===== src/rtl/sat_accum_stage.sv =====
// Block accumulator: sums len signed samples with per-beat saturation and holds the result until taken.
// Optional macro SAT_ACCUM_FLAG_EN adds the sticky out_sat flag.
module sat_accum_stage #(
    parameter int BITWIDTH = 32,
    parameter int COUNT_W  = 8
) (
    input  logic                clk,
    input  logic                rst_n,
    input  logic                in_valid,
    output logic                in_ready,
    input  logic [BITWIDTH-1:0] in_data,
    input  logic [COUNT_W-1:0]  len,
    output logic                out_valid,
    input  logic                out_ready,
    output logic [BITWIDTH-1:0] out_data
`ifdef SAT_ACCUM_FLAG_EN
    ,
    output logic                out_sat
`endif
);

    typedef enum logic [1:0] {IDLE, ACCUM, HOLD} state_t;

    state_t              state, state_nx;
    logic [BITWIDTH-1:0] acc;
    logic [COUNT_W-1:0]  rem;
    logic [COUNT_W-1:0]  first_rem;
    logic                beat;
    logic [BITWIDTH:0]   sum;
    logic [BITWIDTH-1:0] sat_sum;
    logic                clamp;

    assign beat      = in_valid && in_ready;
    assign first_rem = (len == '0) ? '0 : len - COUNT_W'(1);
    assign sum       = {acc[BITWIDTH-1], acc} + {in_data[BITWIDTH-1], in_data};

    // Top two bits of the widened sum disagree only on overflow.
    always_comb begin
        clamp   = 1'b0;
        sat_sum = sum[BITWIDTH-1:0];
        case (sum[BITWIDTH:BITWIDTH-1])
            2'b01: begin
                clamp   = 1'b1;
                sat_sum = {1'b0, {(BITWIDTH-1){1'b1}}};
            end
            2'b10: begin
                clamp   = 1'b1;
                sat_sum = {1'b1, {(BITWIDTH-1){1'b0}}};
            end
            default: ;
        endcase
    end

    always_ff @(posedge clk or negedge rst_n) begin
        if (!rst_n) state <= IDLE;
        else        state <= state_nx;
    end

    always_comb begin
        state_nx = state;
        case (state)
            IDLE:    if (beat) state_nx = (first_rem == '0) ? HOLD : ACCUM;
            ACCUM:   if (beat && rem == COUNT_W'(1)) state_nx = HOLD;
            HOLD:    if (out_ready) state_nx = IDLE;
            default: state_nx = IDLE;
        endcase
    end

    always_comb begin
        in_ready  = (state != HOLD);
        out_valid = (state == HOLD);
    end

    // out_data is a separate register so the result survives the next block's first beat.
    always_ff @(posedge clk or negedge rst_n) begin
        if (!rst_n) begin
            acc      <= '0;
            rem      <= '0;
            out_data <= '0;
        end else if (beat && state == IDLE) begin
            acc <= in_data;
            rem <= first_rem;
            if (first_rem == '0) out_data <= in_data;
        end else if (beat && state == ACCUM) begin
            acc <= sat_sum;
            rem <= rem - COUNT_W'(1);
            if (rem == COUNT_W'(1)) out_data <= sat_sum;
        end
    end

`ifdef SAT_ACCUM_FLAG_EN
    always_ff @(posedge clk or negedge rst_n) begin
        if (!rst_n)                        out_sat <= 1'b0;
        else if (beat && state == IDLE)    out_sat <= 1'b0;
        else if (beat && state == ACCUM && clamp) out_sat <= 1'b1;
    end
`endif

endmodule


===== config.mk =====
export PLATFORM = sky130hd
export DESIGN_NAME = sat_accum_stage
export DESIGN_NICKNAME = d
export VERILOG_FILES = /design/src/rtl/sat_accum_stage.sv
export SDC_FILE = /design/constraint.sdc
export NUM_CORES = 1
export LEC_CHECK = 0
export CAP_MARGIN = 25
export CORE_ASPECT_RATIO = 0.75
export CORE_UTILIZATION = 30
export DETAILED_ROUTE_END_ITERATION = 10
export GPL_TIMING_DRIVEN = 0
export HOLD_SLACK_MARGIN = 0.12
export PLACE_DENSITY = 0.47
export SETUP_SLACK_MARGIN = 0.5
export SLEW_MARGIN = 15
export SYNTH_ARGS = -nofsm -noshare
export SYNTH_HDL_FRONTEND = slang
export SYNTH_SLANG_ARGS = --single-unit

===== constraint.sdc =====
create_clock -name clk -period 7.6 [get_ports clk]
set_input_delay 1.52 -clock clk [delete_from_list [all_inputs] [get_ports clk]]
set_output_delay 1.52 -clock clk [all_outputs]
set_load 0.01 [all_outputs]

==> metrics.txt <==
detailed-router iteration count before antenna repair 4; total global routing overflow 0; power per cell area 504 nW/um^2; I/O pin count 78; clk sinks 74; worst-case hold path end point out_data[24]$_DFFE_PN0P_; Worst Setup Start Kind input port; final critical-path share of the clock period 0.844; Clock Skews 10.3 ps; Die ar. 18,500 sq um; core box area 17,600 sq um; Avg Inst Size Synth 8.01 sq um; master cell of the clock root buffer sky130_fd_sc_hd__clkbuf_16; Met1 Wirelength 9910 um; setup repair after global routing missed its margin no; count of cells resized by post-cts repair 0; origin of the worst min-delay path out_data[24]$_DFFE_PN0P_; final cell count without fillers 1,009; die height 118 um; Data arrival, critical path 6680 ps; peak fanout along the critical path 10; # rows 42; cell with the largest stage delay on the worst path sky130_fd_sc_hd__a2111oi_1; Clock Path Buffers 2; clock period minus final worst setup slack 6410 ps; number of placed instances, taps included 993; DRC marker count from the first detailed-route iteration 362; endpoint of the most critical register-to-register path out_data[19]$_DFFE_PN0P_; number of endpoints with negative hold slack in the final report 0; result of the run finished, final reports clean; startpoint of the worst register-to-register path acc[0]$_DFFE_PN0P_; Worst Setup Slack, final 1190 ps; Syn. warnings 0; leading cell type in the layout, fill and taps excluded sky130_fd_sc_hd__nand2_1; clock-pin slew reported for the worst setup and hold paths after clock tree synthesis 60 ps; max_slew headroom 0.298; depth of the CTS H-tree 3; clock insertion delay at the later pin of the skew report 350 ps; fin nets 844; total wire length after detailed routing 18,800 um; DRC violation count after routing 0; Synth Instances 673; Setup Slack @ Placement 781 ps; fraction of final layout cells with drive strength greater than 1 0.0535; Most Frequent Cell on Critical Path sky130_fd_sc_hd__a21oi_1; Die W 157 um; commonest non-fill, non-tap cells in the layout sky130_fd_sc_hd__nand2_1, sky130_fd_sc_hd__a21oi_1, sky130_fd_sc_hd__clkdlybuf4s50_1, sky130_fd_sc_hd__dfrtp_1, sky130_fd_sc_hd__o21ai_0; sequential cell area fraction in the yosys report 0.343; clock tree from TritonCTS done; CTS Hold Buffers Added 0; per-cell via count in the routed design 5.31; slew of the pin with the lowest slew margin 1040 ps; most common flop cell mapped by yosys sky130_fd_sc_hd__dfrtp_1; detailed route wirelength on metal2 7910 um; cell depth of the worst min-delay path 2; combined area of all synthesized cells 5390 sq um; number of distinct library cells after synthesis 58; net count after synthesis 755; vias in the first global route 5,213; register cell area after layout 1850 sq um; number of buffers added on ports 77; static leakage 2.87 nW; Vias 5,353; Post-CTS Setup Inserts 0; final setup vio count 0; global-route wire length before repair 29,600 um; global router's overall resource usage 0.213; top layer reached by signal wires met4; register bit count reported by yosys 74; total negative setup slack 0 ps; number of max-cap violations 0; Critical Path Max Stage Delay 650 ps; critical path required time 7870 ps; Synth async-reset ratio 1.00; pin count of the biggest net entering global routing 54; kind of end point of the critical path flip-flop; maximum clock rate 156 MHz; VDD IR-drop max 244 uV; setup slack of the worst register-to-register path 2530 ps; clock buffer count from CTS 9; cell chain of the critical path clkdlybuf4s50_1, ha_1, inv_1, fa_1, nand2b_1, a21oi_1, o21ai_0, a2111oi_1, o311ai_1, a21oi_1, nand2_1, a31o_2, ha_1, clkbuf_1, clkbuf_1, nand2_1, a21oi_1, o22ai_1, o21ai_0; count of antenna-violating nets left after detailed routing 0; routed wire length per instance 18.7 um; category of the critical setup timing path input port to flip-flop; placer's final routability congestion estimate 0.969; max-slew violation count 0; area delta synth->final 26.2%; area used by multi-input combinational logic 3300 sq um; r2r worst-path depth 18; number of enable flip-flop cells after synthesis 0; antenna violations before repair 0; HP Class flip-flop to flip-flop; HPWL after detailed placement 14,100 um; starting density of the core 0.306; count of filler cells inserted in the layout 1,821; diode count 0; met3 layer wire length in the routed design 795 um
==> routing by layer <==
metal  track usage  up-vias
met5             0        -
met4        0.0564        0
met3        0.0390       15
met2         0.309      120
met1         0.320     2621
li1              -     2597
==> kinds of logic after synthesis <==
family          share of synthesized area
xor+xnor                           0.0438
buf+inv                            0.0457
compound gates                      0.277
flops                               0.343
mux                                0.0118
simple gates                        0.189
fa+ha+maj                          0.0895
==> cell type report <==
cell class,count,area share
clock inverter,5,0.00901
sequential,74,0.272
timing repair buffer,78,0.117
clock buffer,11,0.0371
inverter,22,0.0121
multi-input combinational,538,0.484
buffer,39,0.0241
tap,242,0.0445
==> metrics by stage <==
step,hold WS [ps],cell area [sq um],utilization,power [W]
floorplan,438,5390,-,0.00219
global placement,466,6470,0.367,0.00293
detailed placement,474,6490,0.369,0.00295
CTS,484,6810,0.387,0.00342
global route,509,6810,0.387,0.00372
finish,483,6810,0.387,0.00343
==> critical path: cells and delay by family <==
family / cells / cell delay [ps]
simple gates: 3 / 400
compound gates: 9 / 2350
buf+inv: 4 / 1510
fa+ha+maj: 3 / 880
==> power breakdown <==
| group | switching (W) | leakage (nW) | internal (W) | total [W] |
|---|---|---|---|---|
| Clock | 0.000187 | 0.156 | 0.000274 | 0.000462 |
| Combinational | 0.00141 | 1.79 | 0.000859 | 0.00227 |
| Sequential | 0.000113 | 0.921 | 0.000583 | 0.000696 |
| Total | 0.00171 | 2.87 | 0.00172 | 0.00343 |
==> flip-flops by register name, indices dropped and copies added, names as in the netlist <==
register	count
out_data	32
state	2
acc	32
rem	8
==> synthesized netlist by cell type, types with 3 or more instances <==
cell                        n  area (sq um)
sky130_fd_sc_hd__nand4_1    8          50.1
sky130_fd_sc_hd__mux2i_1    3          30.0
sky130_fd_sc_hd__buf_1      4          15.0
sky130_fd_sc_hd__dfrtp_1   74          1850
sky130_fd_sc_hd__a31o_2     3          26.3
sky130_fd_sc_hd__o31ai_1   13          97.6
sky130_fd_sc_hd__a31oi_1    5          31.3
sky130_fd_sc_hd__a221oi_1   3          26.3
sky130_fd_sc_hd__nand2b_1   9          56.3
sky130_fd_sc_hd__o22ai_1    8          50.1
sky130_fd_sc_hd__xnor2_1   17           149
sky130_fd_sc_hd__nand2_1   98           368
sky130_fd_sc_hd__ha_1      37           463
sky130_fd_sc_hd__xor2_1    10          87.6
sky130_fd_sc_hd__o211ai_1   3          22.5
sky130_fd_sc_hd__a21oi_1   80           400
sky130_fd_sc_hd__o221ai_1   3          26.3
sky130_fd_sc_hd__nor2b_1    9          56.3
sky130_fd_sc_hd__a21o_1    15           113
sky130_fd_sc_hd__a211oi_1   8          60.1
sky130_fd_sc_hd__o21ai_0   70           350
sky130_fd_sc_hd__nor2_1    57           214
sky130_fd_sc_hd__clkbuf_1  31           116
sky130_fd_sc_hd__nand3_1   15          75.1
sky130_fd_sc_hd__nor3_1    12          60.1
sky130_fd_sc_hd__nand4b_1   3          26.3
sky130_fd_sc_hd__o21bai_1   4          30.0
sky130_fd_sc_hd__o21a_1     3          22.5
sky130_fd_sc_hd__mux2_2     3          33.8
sky130_fd_sc_hd__inv_1     22          82.6
sky130_fd_sc_hd__o31ai_2    7          87.6
==> worst max path at each step <==
stage	from	endpoint	slack [ps]
after global routing	in_data[0]	out_data[19]$_DFFE_PN0P_	810
after global placement	in_data[0]	acc[30]$_DFFE_PN0P_	840
after detailed placement	in_data[0]	acc[21]$_DFFE_PN0P_	780
after floorplan	in_data[0]	out_data[31]$_DFFE_PN0P_	2660
final	in_data[0]	out_data[19]$_DFFE_PN0P_	1190
after CTS	in_data[0]	acc[21]$_DFFE_PN0P_	1140
No activity file was read; power rests on OpenSTA's default activity.
==> RTL change (config.mk and constraints unchanged) <==
The parameter `COUNT_W` goes from 8 to 9.
--- a/src/rtl/sat_accum_stage.sv
+++ b/src/rtl/sat_accum_stage.sv
@@ -2,7 +2,7 @@
 // Optional macro SAT_ACCUM_FLAG_EN adds the sticky out_sat flag.
 module sat_accum_stage #(
     parameter int BITWIDTH = 32,
-    parameter int COUNT_W  = 8
+    parameter int COUNT_W  = 9
 ) (
     input  logic                clk,
     input  logic                rst_n,
Ports: changed (resized len); port bits go from 78 to 79. The function was not compared with the original's and may differ.
==> RTL change against the original RTL <==
  * Worst setup slack worse by 0.037 ns
  * Sequential power down 10%
  * Area after synthesis up 7.4%
  * Worst hold slack worse by 0.0042 ns
  * Total power down 4.2%
  * Wire length up 7.7%
  * Sequential cell count up 1
  * Final area up 5.8%
  * Largest cell class unchanged
  * Largest power group unchanged
==> RTL change: results (changes against the original RTL) <==
Worst setup path
  – CP max FO: 10 (unchanged)
  – Critical path's slowest cell: clkdlybuf4s50_1 (was a2111oi_1)
  – Critical Path Max Stage Delay: 0.49 ns (was 0.65 ns)
  – Arrival time at the worst endpoint: 6.67 ns (was 6.68 ns)
  – CP top delay family: compound AO/OA/AOI/OAI gates (unchanged)

Place
  – Place WS: 0.8530 ns (was 0.7805 ns)
  – Final GP Congestion: 0.8592 (was 0.9687)
  – Port buffer count: 78 (was 77)
  – Placed instance area: 0.006910 mm^2 (was 0.006492 mm^2)
  – Post-DP HPWL: 15,580 um (was 14,070 um)
  – Cells after DPL: 1,029 (was 993)

Yosys
  – Synth cell count leaders: nand2_1 (97), o21ai_0 (80), dfrtp_1 (75) (was nand2_1 (98), a21oi_1 (80), dfrtp_1 (74))
  – EDFF count, synth: 0 (unchanged)
  – Synth area leaders: dfrtp_1 (32%), ha_1 (8.0%), o21ai_0 (6.9%) (was dfrtp_1 (34%), ha_1 (8.6%), a21oi_1 (7.4%))
  – Net count after synthesis: 786 (was 755)
  – Synth cell types: 79 (was 58)
  – Total number of yosys warnings: 0 (unchanged)
  – Asr flop ratio synth: 100.0% (unchanged)
  – Sequential area share after synthesis: 32.38% (was 34.33%)
  – Synth Instances: 703 (was 673)

Run status
  – Status: complete, no violations (unchanged)

Min path
  – Min-Delay Path Class: reg2reg (unchanged)

CTS
  – Post-CTS setup buffers: 0 (unchanged)
  – CTS buffer count: 9 (unchanged)
  – Clock Path Buffers: 2 (unchanged)
  – Post-cts gate resize count: 0 (unchanged)
  – Worst-Skew Late Latency: 0.35 ns (about the same)
  – Root Buffer: clkbuf_16 (unchanged)
  – Clk slew on worst S/H paths: 0.08 ns (was 0.06 ns)
  – H-tree depth: 3 (unchanged)

Cells and area
  – Biggest regs: acc: 32 flops, out_data: 32 flops, rem: 9 flops (was acc: 32 flops, out_data: 32 flops, rem: 8 flops)
  – P&R area growth vs syn: 24.27% (was 26.19%)
  – Number of diodes: 0 (unchanged)
  – Share of cells above drive strength 1: 8.647% (was 5.346%)
  – Fillers: 1,984 (was 1,821)
  – Layout Nets: 876 (was 844)

Detailed routing
  – Drt total wl: 20,270 um (was 18,820 um)
  – Drt first pass iters: 5 (was 4)
  – Avg WL per Cell: 19.40 um (was 18.65 um)
  – Starting DRT DRC Count: 511 (was 362)
  – Post-DR vias/cell: 5.345 (was 5.305)

Timing
  – Clock skew: 0.01256 ns (was 0.01033 ns)
  – Slew HR: 47.21% (was 29.81%)

Power and ir drop
  – Peak VDD IR: 0.1713 mV (was 0.2437 mV)
  – Pleak: 3.016 nW (was 2.871 nW)
  – P_sw: 0.001690 W (was 0.001713 W)

Global route
  – Global-route wire length before repair: 31,840 um (was 29,630 um)
  – Initial antenna violation count: 1 (was 0)
  – GRT Util Overall: 21.34% (was 21.31%)
  – Vias in the first global route: 5,446 (was 5,213)
  – Largest net degree at the start of global routing: 51 (was 54)
==> RTL change: cell types whose count changed after synthesis, moves of 8 or more <==
cell and delta:
or3_1 +10, nor2_1 -11, inv_1 -8, o21ai_0 +10, a21oi_2 +10, a21oi_1 -34
==> RTL change: kinds of logic after synthesis <==
family                   synth area share [%]
multiplexers                            2.288
AO/OA/AOI/OAI                           29.19
AND/OR/NAND/NOR                         20.86
buffers and inverters                   4.231
adder cells (fa/ha/maj)                 8.333
flip-flops                              32.38
XOR/XNOR                                2.720
==> RTL change: layout make-up <==
cell class / instances / area share, %
Multi-Input combinational cell: 573 / 51.01
Sequential cell: 75 / 26.06
Timing Repair Buffer: 79 / 11.19
Tap cell: 247 / 4.291
Clock buffer: 9 / 3.127
Buffer: 41 / 2.675
Clock inverter: 7 / 0.9208
Inverter: 14 / 0.7297
==> RTL change: power groups by stage <==
stage	clock [W]	sequential, W	combinational [W]
final	0.000436	0.000626	0.00222
after detailed placement	0	0.000630	0.00220
after global routing	0.000463	0.000644	0.00246
after global placement	0	0.000627	0.00218
after floorplan	0	0.000620	0.00151
after CTS	0.000450	0.000625	0.00220
==> RTL change: final timing paths <==
kind                                              start                        to  slack, ns  cells past startpoint
worst max-delay path                         in_data[0]   out_data[5]$_DFFE_PN0P_       1.15                     20
worst min-delay path            out_data[4]$_DFFE_PN0P_   out_data[4]$_DFFE_PN0P_       0.48                      2
worst max register to register       acc[0]$_DFFE_PN0P_   out_data[5]$_DFFE_PN0P_       2.47                     19
worst min register to register  out_data[4]$_DFFE_PN0P_   out_data[4]$_DFFE_PN0P_       0.48                      2
max in group asynchronous                         rst_n        rem[7]$_DFFE_PN0P_       5.92                      2
min in group asynchronous                         rst_n  out_data[13]$_DFFE_PN0P_       1.08                      1
==> RTL change: worst reg2reg max path, cell delays in order, from the launching register on <==
cell and delay (ns):
dfrtp_1 0.35, ha_1 0.18, inv_1 0.06, fa_1 0.40, nand2b_1 0.22, a21oi_2 0.24
o21ai_2 0.14, a211o_1 0.34, a21o_1 0.22, o2bb2ai_2 0.15, or2_1 0.23, a31o_1 0.21
ha_1 0.29, clkbuf_1 0.39, inv_1 0.26, nand2_1 0.19, clkbuf_1 0.47, o311ai_0 0.32
o21ai_0 0.21, o21ai_0 0.14
==> RTL change: per-layer routing <==
layer  part of all wire (%)  vias to the layer above  wire [um]  global-route usage, %
met5                      0                        -          0                      0
met4                   0.83                        0        168                  4.776
met3                    4.4                       14        891                  3.582
met2                     39                      124       7880                  29.67
met1                     56                     2692      11330                  33.51
li1                       -                     2756          -                      -
